--- src/rtl/timer_pkg.sv ---
// timer_pkg: shared encodings and control-word field layout for the 8253 access controller
package timer_pkg;
    localparam logic [1:0] RW_LATCH = 2'b00;
    localparam logic [1:0] RW_LSB = 2'b01;
    localparam logic [1:0] RW_MSB = 2'b10;
    localparam logic [1:0] RW_WORD = 2'b11;
    localparam logic [1:0] SC_ILLEGAL = 2'b11;
    localparam int CW_SC_LSB = 6;
    localparam int CW_RW_LSB = 4;
    localparam int CW_M_LSB = 1;
    localparam int CW_BCD_BIT = 0;
    localparam int MODE_W = 3;
    function automatic logic [MODE_W-1:0] fold_mode(input logic [MODE_W-1:0] m);
        return (m[2:1] == 2'b11) ? {1'b0, m[1:0]} : m;
    endfunction
endpackage

--- src/rtl/timer_access_ctrl_if.sv ---
// timer_access_ctrl_if: decoder strobes and CPU data bus seen by the access controller
interface timer_access_ctrl_if;
    logic [3:0] ReadSignal;
    logic [3:0] WriteSignal;
    logic [7:0] D_IN;
    logic [7:0] D_OUT;
    logic D_OE;
    modport master (output ReadSignal, WriteSignal, D_IN, input D_OUT, D_OE);
    modport slave (input ReadSignal, WriteSignal, D_IN, output D_OUT, D_OE);
endinterface

--- src/rtl/timer_access_chan.sv ---
// timer_access_chan: one counter's control word, byte pointers, count latch and LSB staging
module timer_access_chan
    import timer_pkg::*;
(
    input  logic clk,
    input  logic rst_n,
    input  logic cw_ev,
    input  logic [1:0] cw_rw,
    input  logic [MODE_W-1:0] cw_mode,
    input  logic cw_bcd,
    input  logic latch_ev,
    input  logic [15:0] cnt,
    input  logic wr_ev,
    input  logic [7:0] d,
    input  logic rd_done,
    output logic [1:0] rw,
    output logic [MODE_W-1:0] mode,
    output logic bcd,
    output logic load,
    output logic [15:0] load_val,
    output logic [7:0] rd_byte
);
    logic wr_ptr, rd_ptr, latched;
    logic [7:0] lsb;
    logic [15:0] latch_reg, src;
    logic [1:0] rw_n;
    logic [MODE_W-1:0] mode_n;
    logic bcd_n, wr_ptr_n, rd_ptr_n, latched_n;
    logic [7:0] lsb_n;
    logic [15:0] latch_reg_n;
    // state register for mode fields, pointers, latch and staged byte
    always_ff @(posedge clk or negedge rst_n) begin
        if (!rst_n) begin
            rw <= RW_LATCH;
            mode <= '0;
            bcd <= 1'b0;
            wr_ptr <= 1'b0;
            rd_ptr <= 1'b0;
            latched <= 1'b0;
            lsb <= 8'h00;
            latch_reg <= 16'h0000;
        end else begin
            rw <= rw_n;
            mode <= mode_n;
            bcd <= bcd_n;
            wr_ptr <= wr_ptr_n;
            rd_ptr <= rd_ptr_n;
            latched <= latched_n;
            lsb <= lsb_n;
            latch_reg <= latch_reg_n;
        end
    end
    // next state: read completion, byte writes, latch command; a new control word overrides all
    always_comb begin
        rw_n = rw;
        mode_n = mode;
        bcd_n = bcd;
        wr_ptr_n = wr_ptr;
        rd_ptr_n = rd_ptr;
        latched_n = latched;
        lsb_n = lsb;
        latch_reg_n = latch_reg;
        if (rd_done && rw == RW_WORD) begin
            rd_ptr_n = ~rd_ptr;
            latched_n = rd_ptr ? 1'b0 : latched;
        end else if (rd_done && rw != RW_LATCH) begin
            latched_n = 1'b0;
        end
        if (wr_ev && rw == RW_WORD) begin
            wr_ptr_n = ~wr_ptr;
            lsb_n = wr_ptr ? lsb : d;
        end
        if (latch_ev && !latched) begin
            latch_reg_n = cnt;
            latched_n = 1'b1;
        end
        if (cw_ev) begin
            rw_n = cw_rw;
            mode_n = cw_mode;
            bcd_n = cw_bcd;
            wr_ptr_n = 1'b0;
            rd_ptr_n = 1'b0;
            latched_n = 1'b0;
            lsb_n = 8'h00;
        end
    end
    assign load = wr_ev && (rw == RW_LSB || rw == RW_MSB || (rw == RW_WORD && wr_ptr));
    assign load_val = (rw == RW_LSB) ? {8'h00, d} : (rw == RW_MSB) ? {d, 8'h00} : {d, lsb};
    assign src = latched ? latch_reg : cnt;
    assign rd_byte = (rw == RW_LSB) ? src[7:0] :
                     (rw == RW_MSB) ? src[15:8] :
                     (rw == RW_WORD) ? (rd_ptr ? src[15:8] : src[7:0]) : 8'h00;
endmodule

--- src/rtl/timer_access_ctrl.sv ---
// timer_access_ctrl: bus-side control word, load and readback sequencing for three 8253 counters
module timer_access_ctrl
    import timer_pkg::*;
(
    input  logic CLK,
    input  logic RST_N,
    timer_access_ctrl_if.slave bus,
    input  logic [15:0] CNT0,
    input  logic [15:0] CNT1,
    input  logic [15:0] CNT2,
    output logic [2:0] LOAD,
    output logic [15:0] LOAD_VAL,
    output logic [2:0] CW_STB,
    output logic [MODE_W-1:0] MODE0,
    output logic [MODE_W-1:0] MODE1,
    output logic [MODE_W-1:0] MODE2,
    output logic [2:0] BCD,
    output logic [1:0] RW0,
    output logic [1:0] RW1,
    output logic [1:0] RW2
);
    logic [3:0] wr_s1, wr_s2, wr_ev;
    logic [2:0] rd_s1, rd_s2, rd_done, prog, latch, ld;
    logic [7:0] d_q, d_out, sel;
    logic d_oe, cw_ok, read_ok;
    logic [1:0] sc, cw_rw;
    logic [MODE_W-1:0] cw_mode;
    logic [15:0] cnt [3];
    logic [15:0] lv [3];
    logic [7:0] rb [3];
    logic [1:0] rw_a [3];
    logic [MODE_W-1:0] mode_a [3];
    // registered strobe and data copies for edge detection; reads are masked while any write is active
    always_ff @(posedge CLK or negedge RST_N) begin
        if (!RST_N) begin
            wr_s1 <= '0;
            wr_s2 <= '0;
            rd_s1 <= '0;
            rd_s2 <= '0;
            d_q <= 8'h00;
        end else begin
            wr_s1 <= bus.WriteSignal;
            wr_s2 <= wr_s1;
            rd_s1 <= (|bus.WriteSignal) ? 3'b000 : bus.ReadSignal[2:0];
            rd_s2 <= rd_s1;
            d_q <= bus.D_IN;
        end
    end
    assign wr_ev = wr_s1 & ~wr_s2;
    assign rd_done = rd_s2 & ~rd_s1;
    assign sc = d_q[CW_SC_LSB +: 2];
    assign cw_rw = d_q[CW_RW_LSB +: 2];
    assign cw_mode = fold_mode(d_q[CW_M_LSB +: MODE_W]);
    assign cw_ok = wr_ev[3] && sc != SC_ILLEGAL;
    assign cnt[0] = CNT0;
    assign cnt[1] = CNT1;
    assign cnt[2] = CNT2;
    for (genvar i = 0; i < 3; i++) begin : g_chan
        assign prog[i] = cw_ok && sc == 2'(i) && cw_rw != RW_LATCH;
        assign latch[i] = cw_ok && sc == 2'(i) && cw_rw == RW_LATCH;
        timer_access_chan u_chan (
            .clk(CLK),
            .rst_n(RST_N),
            .cw_ev(prog[i]),
            .cw_rw(cw_rw),
            .cw_mode(cw_mode),
            .cw_bcd(d_q[CW_BCD_BIT]),
            .latch_ev(latch[i]),
            .cnt(cnt[i]),
            .wr_ev(wr_ev[i]),
            .d(d_q),
            .rd_done(rd_done[i]),
            .rw(rw_a[i]),
            .mode(mode_a[i]),
            .bcd(BCD[i]),
            .load(ld[i]),
            .load_val(lv[i]),
            .rd_byte(rb[i])
        );
    end
    assign read_ok = |bus.ReadSignal[2:0] && !(|bus.WriteSignal);
    assign sel = bus.ReadSignal[0] ? rb[0] : bus.ReadSignal[1] ? rb[1] : rb[2];
    // one-cycle strobes, load value capture and registered read data
    always_ff @(posedge CLK or negedge RST_N) begin
        if (!RST_N) begin
            LOAD <= '0;
            LOAD_VAL <= 16'h0000;
            CW_STB <= '0;
            d_out <= 8'h00;
            d_oe <= 1'b0;
        end else begin
            LOAD <= ld;
            LOAD_VAL <= (|ld) ? (ld[0] ? lv[0] : ld[1] ? lv[1] : lv[2]) : LOAD_VAL;
            CW_STB <= prog;
            d_out <= read_ok ? sel : 8'h00;
            d_oe <= read_ok;
        end
    end
    assign bus.D_OUT = d_out;
    assign bus.D_OE = d_oe;
    assign MODE0 = mode_a[0];
    assign MODE1 = mode_a[1];
    assign MODE2 = mode_a[2];
    assign RW0 = rw_a[0];
    assign RW1 = rw_a[1];
    assign RW2 = rw_a[2];
endmodule

--- src/flat_wrapper.sv ---
// flat-port wrapper written by rule: the top's interface ports become plain ports
module timer_access_ctrl_flat import timer_pkg::*;
  (CLK, RST_N, CNT0, CNT1, CNT2, LOAD, LOAD_VAL, CW_STB, MODE0, MODE1, MODE2, BCD, RW0, RW1, RW2, bus_ReadSignal, bus_WriteSignal, bus_D_IN, bus_D_OUT, bus_D_OE);
  timer_access_ctrl_if bus_i ();
  input  logic CLK;
  input  logic RST_N;
  input  logic [15:0] CNT0;
  input  logic [15:0] CNT1;
  input  logic [15:0] CNT2;
  output logic [2:0] LOAD;
  output logic [15:0] LOAD_VAL;
  output logic [2:0] CW_STB;
  output logic [MODE_W-1:0] MODE0;
  output logic [MODE_W-1:0] MODE1;
  output logic [MODE_W-1:0] MODE2;
  output logic [2:0] BCD;
  output logic [1:0] RW0;
  output logic [1:0] RW1;
  output logic [1:0] RW2;
  input wire logic [$bits(bus_i.ReadSignal)-1:0] bus_ReadSignal;
  input wire logic [$bits(bus_i.WriteSignal)-1:0] bus_WriteSignal;
  input wire logic [$bits(bus_i.D_IN)-1:0] bus_D_IN;
  output wire logic [$bits(bus_i.D_OUT)-1:0] bus_D_OUT;
  output wire logic [$bits(bus_i.D_OE)-1:0] bus_D_OE;
  assign bus_i.ReadSignal = bus_ReadSignal;
  assign bus_i.WriteSignal = bus_WriteSignal;
  assign bus_i.D_IN = bus_D_IN;
  assign bus_D_OUT = bus_i.D_OUT;
  assign bus_D_OE = bus_i.D_OE;
  timer_access_ctrl u_core (.CLK(CLK), .RST_N(RST_N), .bus(bus_i), .CNT0(CNT0), .CNT1(CNT1), .CNT2(CNT2), .LOAD(LOAD), .LOAD_VAL(LOAD_VAL), .CW_STB(CW_STB), .MODE0(MODE0), .MODE1(MODE1), .MODE2(MODE2), .BCD(BCD), .RW0(RW0), .RW1(RW1), .RW2(RW2));
endmodule
--- config.mk ---
export PLATFORM = sky130hd
export DESIGN_NAME = timer_access_ctrl_flat
export DESIGN_NICKNAME = d
export VERILOG_FILES = /design/src/rtl/timer_pkg.sv /design/src/rtl/timer_access_ctrl_if.sv /design/src/rtl/timer_access_chan.sv /design/src/rtl/timer_access_ctrl.sv /design/src/flat_wrapper.sv
export SDC_FILE = /design/constraint.sdc
export NUM_CORES = 1
export LEC_CHECK = 0
export ABC_AREA = 1
export ABC_CLOCK_PERIOD_IN_PS = 1500
export BUFFER_PORTS_ARGS = -buffer_cell sky130_fd_sc_hd__buf_4
export CORE_MARGIN = 1.5
export CORE_UTILIZATION = 35
export CTS_BUF_LIST = sky130_fd_sc_hd__clkbuf_4 sky130_fd_sc_hd__clkbuf_8
export DETAILED_ROUTE_END_ITERATION = 12
export GPL_TIMING_DRIVEN = 1
export SLEW_MARGIN = 40
export SYNTH_ARGS = -nofsm -noshare
export SYNTH_HDL_FRONTEND = slang
export SYNTH_SLANG_ARGS = --single-unit
--- constraint.sdc ---
create_clock -name CLK -period 1.5 [get_ports CLK]
set_input_delay 0.15 -clock CLK [delete_from_list [all_inputs] [get_ports CLK]]
set_output_delay 0.15 -clock CLK [all_outputs]
set_load 0.05 [all_outputs]
* Word level (Yosys, flattened, before mapping)
Index checks and enable logic that the tools add are counted.
** Word-level totals
- Bits in latches :: 0
- Input bits :: 66
- Output and inout bits :: 49
- Register bits :: 152
- Memories kept :: 0
- ROM bits :: 0
- Memory bits (writable) :: 0
- Word-level logic and storage cells :: 190
** Cells by class
- Eq/ne operators :: 19
- Reduce and logical (&&, ||, !) cells :: 63
- Muxes and demuxes :: 64
- Magnitude comparators :: 0
- Bitwise logic cells :: 10
- Add/sub/neg operators :: 0
- Div/mod/pow operators :: 0
- Shift operators :: 0
- Multiply operators :: 0
** Operator list (number)
- $mux 8 :: 27
- $mux 16 :: 8
- $logic_and 1x1->1 :: 29
- $mux 1 :: 27
- $reduce_bool 2->1 :: 10
- $eq 2x2->1 const B :: 8
- $ne 4x3->1 const B :: 3
- $reduce_and 2->1 :: 6
- $reduce_bool 4->1 :: 3
- $eq 2x1->1 const B :: 4
- $ne 2x2->1 const B :: 4
- $logic_or 1x1->1 :: 6
- $mux 3 :: 2
- $not 1->1 :: 6
- $reduce_or 3->1 :: 2
- $and 4x4->4 :: 1
- $logic_not 1->1 :: 4
- $logic_not 2->1 :: 2
- $not 4->4 :: 1
- $reduce_or 4->1 :: 1
- $and 3x3->3 :: 1
- $not 3->3 :: 1

* Depth between registers and ports, before layout
Gate-level depths: netlist (run 1).
- Depth in word-level cells :: 8
- Mapped depth :: 11
- Mapped depth without buffers :: 11

* By module
A second synthesis (run 1) with hierarchy kept.
** Unflattened totals
- Cell total of the unflattened synthesis :: 1049
- Area total of the unflattened synthesis :: 7820.0 µm²
** By module, submodules not included
- timer_access_chan :: area an instance 1833.0 µm², cells an instance 260, instances 3
- timer_access_ctrl :: area an instance 2321.0 µm², cells an instance 269, instances 1

* Worst setup path before layout (run 1)
OpenSTA, ideal clock, no wires.
- Kind :: register to register
- Start :: register u_core.g_chan[0].u_chan.rw[0]
- End :: register u_core.LOAD_VAL[11]
- Setup time :: 0.083 ns
- Buffers on the path :: 2
- Arrival :: 1.952 ns
- Cell stages (with the launch flop) :: 11
- Setup slack :: -0.534 ns
- Data required time :: 1.417 ns
- Cell sequence :: dfrtp_1 -> inv_1 -> ha_1 -> a21o_1 -> nand2_1 -> buf_4 -> nand3_4 -> inv_2 -> buf_4 -> nand2_1 -> o21ai_0
** Between the ends
- Longest elaborated chain between the ends :: 5
- Elaborated cells on any way between the ends :: 10
- Classes of those cells :: 3 x eq/ne; 2 x mux; 5 x reduce/logical
** Ends and longest elaborated chain
- start, declared :: line timer_access_chan.sv:16 : output logic [1:0] rw,
- start signal, assigned :: line timer_access_chan.sv:43 : rw <= rw_n;
- $eq 2x1->1 / $eq 2x2->1 (equally long branches) :: line timer_access_chan.sv:87, timer_access_chan.sv:88
- $logic_or 1x1->1 / $logic_and 1x1->1 (equally long branches) :: line timer_access_chan.sv:87 : assign load = wr_ev && (rw == RW_LSB || rw == RW_MSB || (rw == RW_WORD && wr_ptr));
- $logic_or 1x1->1 :: line timer_access_chan.sv:87
- $logic_and 1x1->1 :: line timer_access_chan.sv:87
- $reduce_or 3->1 / $mux 16 (equally long branches) :: line timer_access_ctrl.sv:93 : LOAD_VAL <= (|ld) ? (ld[0] ? lv[0] : ld[1] ? lv[1] : lv[2]) : LOAD_VAL;
- end signal, assigned :: line timer_access_ctrl.sv:93
- end, declared :: line timer_access_ctrl.sv:12 : output logic [15:0] LOAD_VAL,
Several ways; a longest one is shown, not always the timed one.
A chain may end at the register's enable or synchronous reset.

* Worst setup path after layout (run 1)
- Start :: register u_core.g_chan[1].u_chan.rw[0]
- End :: register u_core.LOAD_VAL[14]
** Between the ends
- Longest elaborated chain between the ends :: 6
- Elaborated cells on any way between the ends :: 11
- Classes of those cells :: 3 x eq/ne; 3 x mux; 5 x reduce/logical
** Ends and longest elaborated chain (line)
- start, declared :: timer_access_chan.sv:16
- start signal, assigned :: timer_access_chan.sv:43
- $eq 2x1->1 / $eq 2x2->1 (equally long branches) :: timer_access_chan.sv:87, timer_access_chan.sv:88
- $logic_or 1x1->1 / $logic_and 1x1->1 (equally long branches) :: timer_access_chan.sv:87
- $logic_or 1x1->1 :: timer_access_chan.sv:87
- $logic_and 1x1->1 :: timer_access_chan.sv:87
- $mux 16 (2 in a row) :: timer_access_ctrl.sv:93
Several ways; a longest one is shown, not always the timed one.

==> flow_summary.ini, run 1 <==
[sta]
rsz0062_at_grt = true
finalClockSkew_ps = 17.1
worst_pin_slew_ps = 392
max_freq_mhz = 606
relSlewSlack_pct = 73.8
period_needed_ps = 1650
finalSetupTns_ps = -3170
fin_crit_sh_pct = 110
hold_viol_final = 0
final-max-slew-violation-count = 0
fin_ws_ps = -150
setup_violations = 38

[placement]
io_buffers = 113
gp_congestion = 0.945
dp_hpwl_um = 15100
placed_cell_area_um2 = 9310

[global_route]
grt_pass1_wl_um = 34300
grt_start_max_net_pins = 43
grt_pass1_vias = 6814
antenna_found_initial = 0
grt-ovfl-total = 0
grt_use_total_pct = 19.8

[synth]
synthCells = 922
async_flop_share_pct = 100
yosys_register_bits = 152
synth_mux_area_share_pct = 0
synth-simple-area-share_pct = 24.1
netlist_top_cells_area = dfrtp_1 (51%), nand2_1 (15%), inv_1 (5.9%), o21ai_0 (4.8%), nor2_1 (3.1%)
synth_ff_type = dfrtp_1
synth-seq-area-share_pct = 51.3
postSynthAreaPerCell_um2 = 8.04
synth_edf_count = 0
synth_fp_nets = 1000
ys_warn_count = 0
synth_compound_area_share_pct = 13.5
yosys.area.top_type_share_pct = 51.3
yosysUniqueCellTypes = 35
synthAdderAreaFrac_pct = 2.02
synth_top_family_by_area = simple AND/OR/NAND/NOR gates
synthXorXnorAreaFrac_pct = 0
netlist_area_um2 = 7420
synth_top_area_cell = dfrtp_1

[floorplanning]
dieArea_um2 = 22100
pin_count = 115
rows = 53
die_height_um = 149
core-area_um2 = 20900
dieWidth_um = 149
initial_core_util_pct = 35.5

[power_and_ir_drop]
p_leak_nw = 5.58
power-per-cell-area_nw_per_um2 = 1380
finalPower_mw = 15.1
vdd_drop_max_v = 0.000651

[setup_path]
crit_fanout = 8
crit_buf_inv = 4
critPathKind = flop to flop
critPathArrivalTime_ps = 2050
start_kind = flop
cp_slowest_cell = dfrtp_2
path_common_cell = o21ai_2
crit_chain = inv_2 > ha_4 > inv_2 > nand2_2 > nand2_4 > buf_6 > o21ai_2 > o21ai_2 > buf_6 > o21ai_2
end_kind = flop
slowest_delay_ps = 430
cp_top_family = flip-flops
worstPathRequired_ps = 1900

[final_layout]
layout_common_cells = nand2_1 (278), buf_4 (183), dfrtp_1 (144)
stdcell_area_um2 = 11000
fin_nets = 1267
drive_gt1_share_pct = 33.1
largest_reg_flops = 48
final_common_cell = nand2_1
syn2layout_area_growth_pct = 48.0
diodes = 0
final_util_pct = 52.5

[run_status]
status = complete, but fails checks
failed_checks = negative setup slack

[routing]
first_pass_iters = 5
drt_iter0_drc = 441
ant_nets = 0
wirelength_um = 21800
num_vias = 6975
routedWlPerCell_um = 14.7
drc = 0
via_per_inst = 4.72

[cts]
clk_pin_slew_ps = 90
cts_tree = done
clk_latency_ps = 470
root_buffer = clkbuf_8
ctsHtreeMaxLevel = 4
cts_inserted_buffers = 17
cts_buffer_depth = 2
numClockSinks = 152

[flow_run]
cap_violations = 0

[worst_hold_path]
hold_path.class = input pin to flop
==> report_power, final <==
part | leakage, nW | switching [mW] | total, mW | internal [mW]
combinational | 3.51 | 3.78 | 6.34 | 2.55
sequential | 1.88 | 0.553 | 5.57 | 5.02
clock | 0.194 | 1.60 | 3.23 | 1.62
total | 5.58 | 5.94 | 15.1 | 9.19
==> metal layers <==
metal  GRT usage, %  routed length, um
met5              0                  0
met4           5.99                240
met3           3.96                916
met2           32.2              10700
met1           26.6               9920
==> metrics by stage <==
step	hold WS, ps	instances	setup WS (ps)
floorplan	-146	922	-242
global placement	17.3	1367	-241
global route	26.7	1477	-215
finish	18.8	1477	-150
detailed placement	26.1	1367	-295
CTS	2.49	1472	-113
==> worst reg2reg max path, stage by stage, from the launching register on <==
cell and delay, ps:
dfrtp_2 430, inv_2 70, ha_4 270, inv_2 30
nand2_2 70, nand2_4 70, buf_6 150, o21ai_2 150
o21ai_2 90, buf_6 140, o21ai_2 130
==> kinds of logic (layout without fill, tap and decap cells) <==
kind of cell,count (synthesis),in the layout
DFF,152,152
adders and majority gates,12,12
and+or+nand+nor,428,429
buffers and inverters,159,437
AOI/OAI and AO/OA,171,172
==> what timing repair did <==
action,in CTS,in global routing
hold buffers,62,0
setup endpoints to repair,32,93
gates cloned,0,3
endpoints found under the hold margin,217,0
pin swaps,39,32
resized for setup,79,77
buffers inserted,12,3
==> cells in the mapped netlist (all sizes together) (6+ instances only) <==
master and number:
nand2 306, dfrtp 152, inv 122, o21ai 114, nor2 63, nand3 43, o22ai 32, buf 25
ha 12, nand4 10, clkbuf 9, a21oi 8, o211ai 8, a22oi 6
==> area by class of cell <==
class / count / area [um2]
fillers: 1952 / 9910
flip-flops and latches: 152 / 3810
multi-input cells: 613 / 3430
repair buffers: 280 / 2490
inverters: 125 / 490
well taps: 275 / 344
clock buffers: 21 / 283
clock inverters: 11 / 121
==> final timing paths <==
path / startpoint / to / cells after the start / slack (ps)
min in group asynchronous: RST_N / u_core.g_chan[2].u_chan.latched / 2 / 100
worst min-delay path: CNT0[0] / u_core.g_chan[0].u_chan.latch_reg[0] / 3 / 20
worst min register to register: u_core.wr_s1[0] / u_core.wr_s2[0] / 0 / 380
max in group asynchronous: RST_N / u_core.g_chan[0].u_chan.rw[0] / 3 / 820
worst max register to register: u_core.g_chan[1].u_chan.rw[0] / u_core.LOAD_VAL[14] / 10 / -150
worst max-delay path: u_core.g_chan[1].u_chan.rw[0] / u_core.LOAD_VAL[14] / 10 / -150
(Power assumes the default switching activity.)
==> inputs of run 2 (changes only) <==
Settings changed: ABC_CLOCK_PERIOD_IN_PS 1500 to 1600, CORE_UTILIZATION 35 to 55, PLACE_DENSITY set to 0.78.
Clock period 1.5 ns to 1.6 ns, I/O delays scaled along.
==> flow_summary.ini, run 2 (synthesized netlist as in run 1, its figures left out) <==
[run_status]
status = complete, but fails checks
failed_checks = negative setup slack

[floorplanning]
pin_count = 115
die_height_um = 119
initial_core_util_pct = 56.2
dieArea_um2 = 14200
core-area_um2 = 13200
dieWidth_um = 119
rows = 42

[global_route]
grt_use_total_pct = 29.3
grt_util_met1_pct = 39.1
busiest_layer = met2
grt-ovfl-total = 0
grt_pass1_wl_um = 32800
grt_pass1_vias = 6770
grt_util_met2_pct = 47.0
grt_start_max_net_pins = 43
antenna_found_initial = 0
grt.met3_usage_pct = 6.03

[placement]
io_buffers = 113
gp_congestion = 0.916
dp_hpwl_um = 13300
placedCellCount = 1256
placed_cell_area_um2 = 9100

[setup_path]
start_kind = flop
cp_slowest_cell = dfrtp_2
slowest_delay_ps = 450
worstPathRequired_ps = 1960
reg2reg_depth = 8
critPathKind = flop to flop
path_common_cell = nor2_1
crit_fanout = 9
end_kind = flop
crit_chain = inv_2 > ha_4 > a21o_1 > nand2_4 > nand3_4 > clkbuf_16 > nor2_1 > nor2_1
critPathArrivalTime_ps = 2040

[sta]
hold_viol_final = 0
fin_crit_sh_pct = 105
final-max-slew-violation-count = 0
whs_ps = 73.8
finalClockSkew_ps = 9.16
max_freq_mhz = 596
worst_pin_slew_ps = 561
setup_violations = 19
rsz0062_at_grt = true
period_needed_ps = 1680
fin_ws_ps = -77.1
finalSetupTns_ps = -454
relSlewSlack_pct = 62.5

[power_and_ir_drop]
clkPwrFrac_pct = 22.0
p_leak_nw = 5.51
p_switching_mw = 5.56
p_sw_share_pct = 38.7
p_comb_share_pct = 41.3
power-per-cell-area_nw_per_um2 = 1350
vdd_drop_max_v = 0.000673
seqPwrFrac_pct = 36.7
intPower_mw = 8.81

[routing]
ant_nets = 0
via_per_inst = 5.30
routedWlPerCell_um = 15.4
drt_iter0_drc = 609
first_pass_iters = 5
num_vias = 7209
wirelength_um = 21000
drc = 0

[cts]
cts_buffer_depth = 2
clk_latency_ps = 470
ctsHtreeMaxLevel = 4
cts_inserted_buffers = 17
root_buffer = clkbuf_8
clk_pin_slew_ps = 80
numClockSinks = 152
cts_tree = done

[final_layout]
stdcell_count = 1360
seq_area_um2 = 3810
multi_input_area_um2 = 3330
fin_nets = 1249
syn2layout_area_growth_pct = 43.7
layout_common_cells = nand2_1 (271), buf_4 (177), dfrtp_1 (146)
fill_cells = 825
drive_gt1_share_pct = 31.3
diodes = 0
final_common_cell = nand2_1
largest_reg_flops = 48
stdcell_area_um2 = 10700

[worst_hold_path]
holdPathStages = 4
hold_path.class = input pin to flop

[flow_run]
cap_violations = 0
run 2: worst max-delay path, delay by kind of cell (launching register included):
family,cells,cell delay (ps)
simple gates,4,450
compound gates,1,180
fa+ha+maj,1,200
flops,1,450
buf+inv,2,290
run 2: worst paths after layout:
check / start / to / slack [ps]
worst max-delay path: u_core.g_chan[0].u_chan.rw[1] / u_core.LOAD_VAL[7] / -80
worst min-delay path: bus_ReadSignal[1] / u_core.bus.D_OUT[0] / 70
worst max register to register: u_core.g_chan[0].u_chan.rw[1] / u_core.LOAD_VAL[7] / -80
worst min register to register: u_core.wr_s1[0] / u_core.wr_s2[0] / 380
max in group asynchronous: RST_N / u_core.g_chan[1].u_chan.latch_reg[12] / 920
min in group asynchronous: RST_N / u_core.g_chan[2].u_chan.latch_reg[11] / 130
run 2: through the flow:
step | util (%) | worst slack (ps) | total power [mW]
finish | 80.8 | -77.1 | 14.4
global route | 80.8 | -110 | 15.1
CTS | 77.8 | -22.0 | 13.7
detailed placement | 69.0 | -153 | 10.3
global placement | 69.0 | -72.1 | 10.1
floorplan | - | -142 | 8.45
run 2: area by class of cell:
class	instances	share of cell area, %
flip-flops and latches	152	35.8
clock inverters	8	1.10
repair buffers	263	22.0
inverters	125	4.74
multi-input cells	611	31.3
repair inverters	1	0.153
well taps	176	2.07
clock buffers	24	2.92
run 2: power groups by stage:
stage | clock (mW) | combinational, mW | sequential [mW]
after floorplan | 0 | 2.38 | 6.08
after global routing | 3.36 | 6.38 | 5.36
final | 3.16 | 5.93 | 5.27
after CTS | 3.18 | 5.28 | 5.20
after detailed placement | 0 | 5.01 | 5.26
after global placement | 0 | 4.91 | 5.21
run 2: per-layer routing:
metal,vias to the layer above,routed length (um)
li1,3442,-
met1,3391,8720
met2,307,10100
met3,69,1420
met4,0,760
met5,-,0
run 2: what timing repair did:
action                                  CTS  global route
hold endpoints to repair                214             0
setup buffers                             1             4
pin swaps                                 7            20
endpoints found under the setup margin   24            33
hold buffers                             63             0
resized for setup                        36            90
cloned                                    0             4
==> inputs of run 3 (changes only) <==
--- a/config.mk
+++ b/config.mk
@@ -7,7 +7,7 @@
 export LEC_CHECK = 0
 export ABC_AREA = 1
-export ABC_CLOCK_PERIOD_IN_PS = 1600
+export ABC_CLOCK_PERIOD_IN_PS = 1700
 export BUFFER_PORTS_ARGS = -buffer_cell sky130_fd_sc_hd__buf_4
-export CORE_MARGIN = 1.5
+export CORE_MARGIN = 1
 export CORE_UTILIZATION = 55
 export CTS_BUF_LIST = sky130_fd_sc_hd__clkbuf_4 sky130_fd_sc_hd__clkbuf_8
==> constraint.sdc (replaced) <==
create_clock -name CLK -period 1.7 [get_ports CLK]
set_input_delay 0.17 -clock CLK [delete_from_list [all_inputs] [get_ports CLK]]
set_output_delay 0.17 -clock CLK [all_outputs]
set_load 0.005 [all_outputs]
==> flow_summary.ini, run 3 (synthesized netlist as in run 1, its figures left out) <==
[floorplanning]
initial_core_util_pct = 56.2
pin_count = 115
core-area_um2 = 13200
rows = 42
die_height_um = 118
dieArea_um2 = 14000
dieWidth_um = 118

[run_status]
status = finished clean

[global_route]
grt_pass1_wl_um = 31100
grt_start_max_net_pins = 56
grt_pass1_vias = 6581
grt_use_total_pct = 28.6
grt-ovfl-total = 0
antenna_found_initial = 0

[setup_path]
slowest_delay_ps = 430
reg2reg_slack_ps = 8
critPathKind = flop to flop
critPathArrivalTime_ps = 2050
end_kind = flop
r2r-end = u_core.LOAD_VAL[3]
cp_slowest_cell = dfrtp_1
cp_top_family = simple AND/OR/NAND/NOR gates
start_kind = flop
worstPathRequired_ps = 2060
crit_fanout = 5
reg2reg_depth = 10
crit_chain = ha_1 > nand2_1 > nand2_2 > nand2_4 > buf_6 > nand3_4 > buf_6 > nand2_2 > a21oi_2 > nor2_1
rr_startpoint = u_core.g_chan[1].u_chan.rw[1]
crit_buf_inv = 2

[cts]
clk_latency_ps = 460
cts_inserted_buffers = 17
cts_buffer_depth = 2
root_buffer = clkbuf_8
numClockSinks = 152
cts_tree = done
ctsHtreeMaxLevel = 4
clk_pin_slew_ps = 80

[routing]
ant_nets = 0
drt_iter0_drc = 624
routedWlPerCell_um = 14.6
wirelength_um = 19800
num_vias = 6968
first_pass_iters = 5
drc = 0
via_per_inst = 5.15

[final_layout]
layout_common_cells = nand2_1 (290), buf_4 (175), dfrtp_1 (151)
stdcell_area_um2 = 10200
final_common_cell = nand2_1
diodes = 0
largest_reg_flops = 48
fill_cells = 889
fin_nets = 1242
drive_gt1_share_pct = 26.3
syn2layout_area_growth_pct = 38.2

[sta]
fin_ws_ps = 7.68
fin_crit_sh_pct = 99.5
rsz0062_at_grt = true
final-max-slew-violation-count = 0
setup_violations = 0
finalSetupTns_ps = 0
finalClockSkew_ps = 8.87
whs_ps = 111
hold_viol_final = 0
relSlewSlack_pct = 63.0
period_needed_ps = 1690
worst_pin_slew_ps = 553
max_freq_mhz = 591

[power_and_ir_drop]
vdd_drop_max_v = 0.000905
p_switching_mw = 4.11
finalPower_mw = 11.9
p_leak_nw = 5.36
intPower_mw = 7.82
p_sw_share_pct = 34.4
p_comb_share_pct = 34.9
power-per-cell-area_nw_per_um2 = 1160
clkPwrFrac_pct = 24.0
seqPwrFrac_pct = 41.1

[flow_run]
cap_violations = 0

[worst_hold_path]
hold_path.class = input pin to flop
holdPathStages = 4
whs_endpoint = u_core.bus.D_OUT[7]
hold_start = bus_ReadSignal[1]

[placement]
dp_slack_ps = -50.0
gp_congestion = 0.865
placed_cell_area_um2 = 8830
dp_hpwl_um = 13100
io_buffers = 113
run 3: cell types whose count changed in the layout (fill, tap and decap cells not counted), moves of 5 or more:
cell / delta
buf_12: -7
dfrtp_1: +5
dfrtp_2: -5
nand2_1: +19
nand2_2: -13
nand2_4: -6
nand3_1: +7
nand3_2: -7
nor2_1: +5
o21ai_0: +9
o21ai_2: -5
o22ai_1: +5
o22ai_2: -5
run 3: how the worst max path moves through the flow:
| stage | from | endpoint | slack [ps] | cells after the start |
|---|---|---|---|---|
| after global routing | u_core.g_chan[1].u_chan.rw[1] | u_core.LOAD_VAL[3] | -70 | 10 |
| after detailed placement | u_core.g_chan[0].u_chan.rw[0] | u_core.LOAD_VAL[7] | -50 | 10 |
| after floorplan | u_core.g_chan[0].u_chan.rw[0] | u_core.LOAD_VAL[11] | 40 | 10 |
| final | u_core.g_chan[1].u_chan.rw[1] | u_core.LOAD_VAL[3] | 8 | 10 |
| after CTS | u_core.g_chan[1].u_chan.rw[0] | u_core.bus.D_OUT[0] | 4 | 11 |
| after global placement | u_core.g_chan[0].u_chan.rw[0] | u_core.LOAD_VAL[7] | -7 | 10 |
run 3: timing repair:
| action | CTS | global route |
|---|---|---|
| hold buffers | 63 | 0 |
| hold endpoints to repair | 214 | 0 |
| cloned | 0 | 1 |
| buffers inserted | 4 | 9 |
| pin swaps | 0 | 32 |
| setup endpoints to repair | 24 | 35 |
| gates resized for setup | 11 | 73 |
run 3: routing by layer:
layer,GRT usage (%),wire [um]
met2,44.0,9300
met1,39.7,8920
met5,0,0
met4,9.86,327
met3,6.69,1220
run 3: layout make-up:
type | count | area [um2] | share of cell area, %
clock buffer | 17 | 234 | 2.28
clock inverter | 15 | 179 | 1.75
inverter | 125 | 478 | 4.66
multi-input combinational | 611 | 3120 | 30.5
sequential | 152 | 3800 | 37.1
tap | 176 | 220 | 2.15
timing repair buffer | 257 | 2210 | 21.6
run 3: stage by stage:
stage	instances	utilization, %
5_1_grt	1353	77.7
4_1_cts	1343	75.3
6_report	1353	77.7
3_3_place_gp	1244	67.0
3_5_place_dp	1244	67.0
2_1_floorplan	922	-
run 3: power groups by stage:
stage / Combinational (mW) / Clock [mW] / Sequential [mW]
2_1_floorplan: 2.07 / 0 / 4.87
3_3_place_gp: 3.46 / 0 / 4.91
3_5_place_dp: 3.54 / 0 / 4.93
4_1_cts: 3.76 / 2.89 / 4.86
5_1_grt: 4.59 / 3.08 / 4.99
6_report: 4.17 / 2.86 / 4.90
run 3: tightest hold or removal path, stage by stage:
cell	delay [ps]
buf_4	160
nor2_1	60
nor2_1	100
nor2_1	40
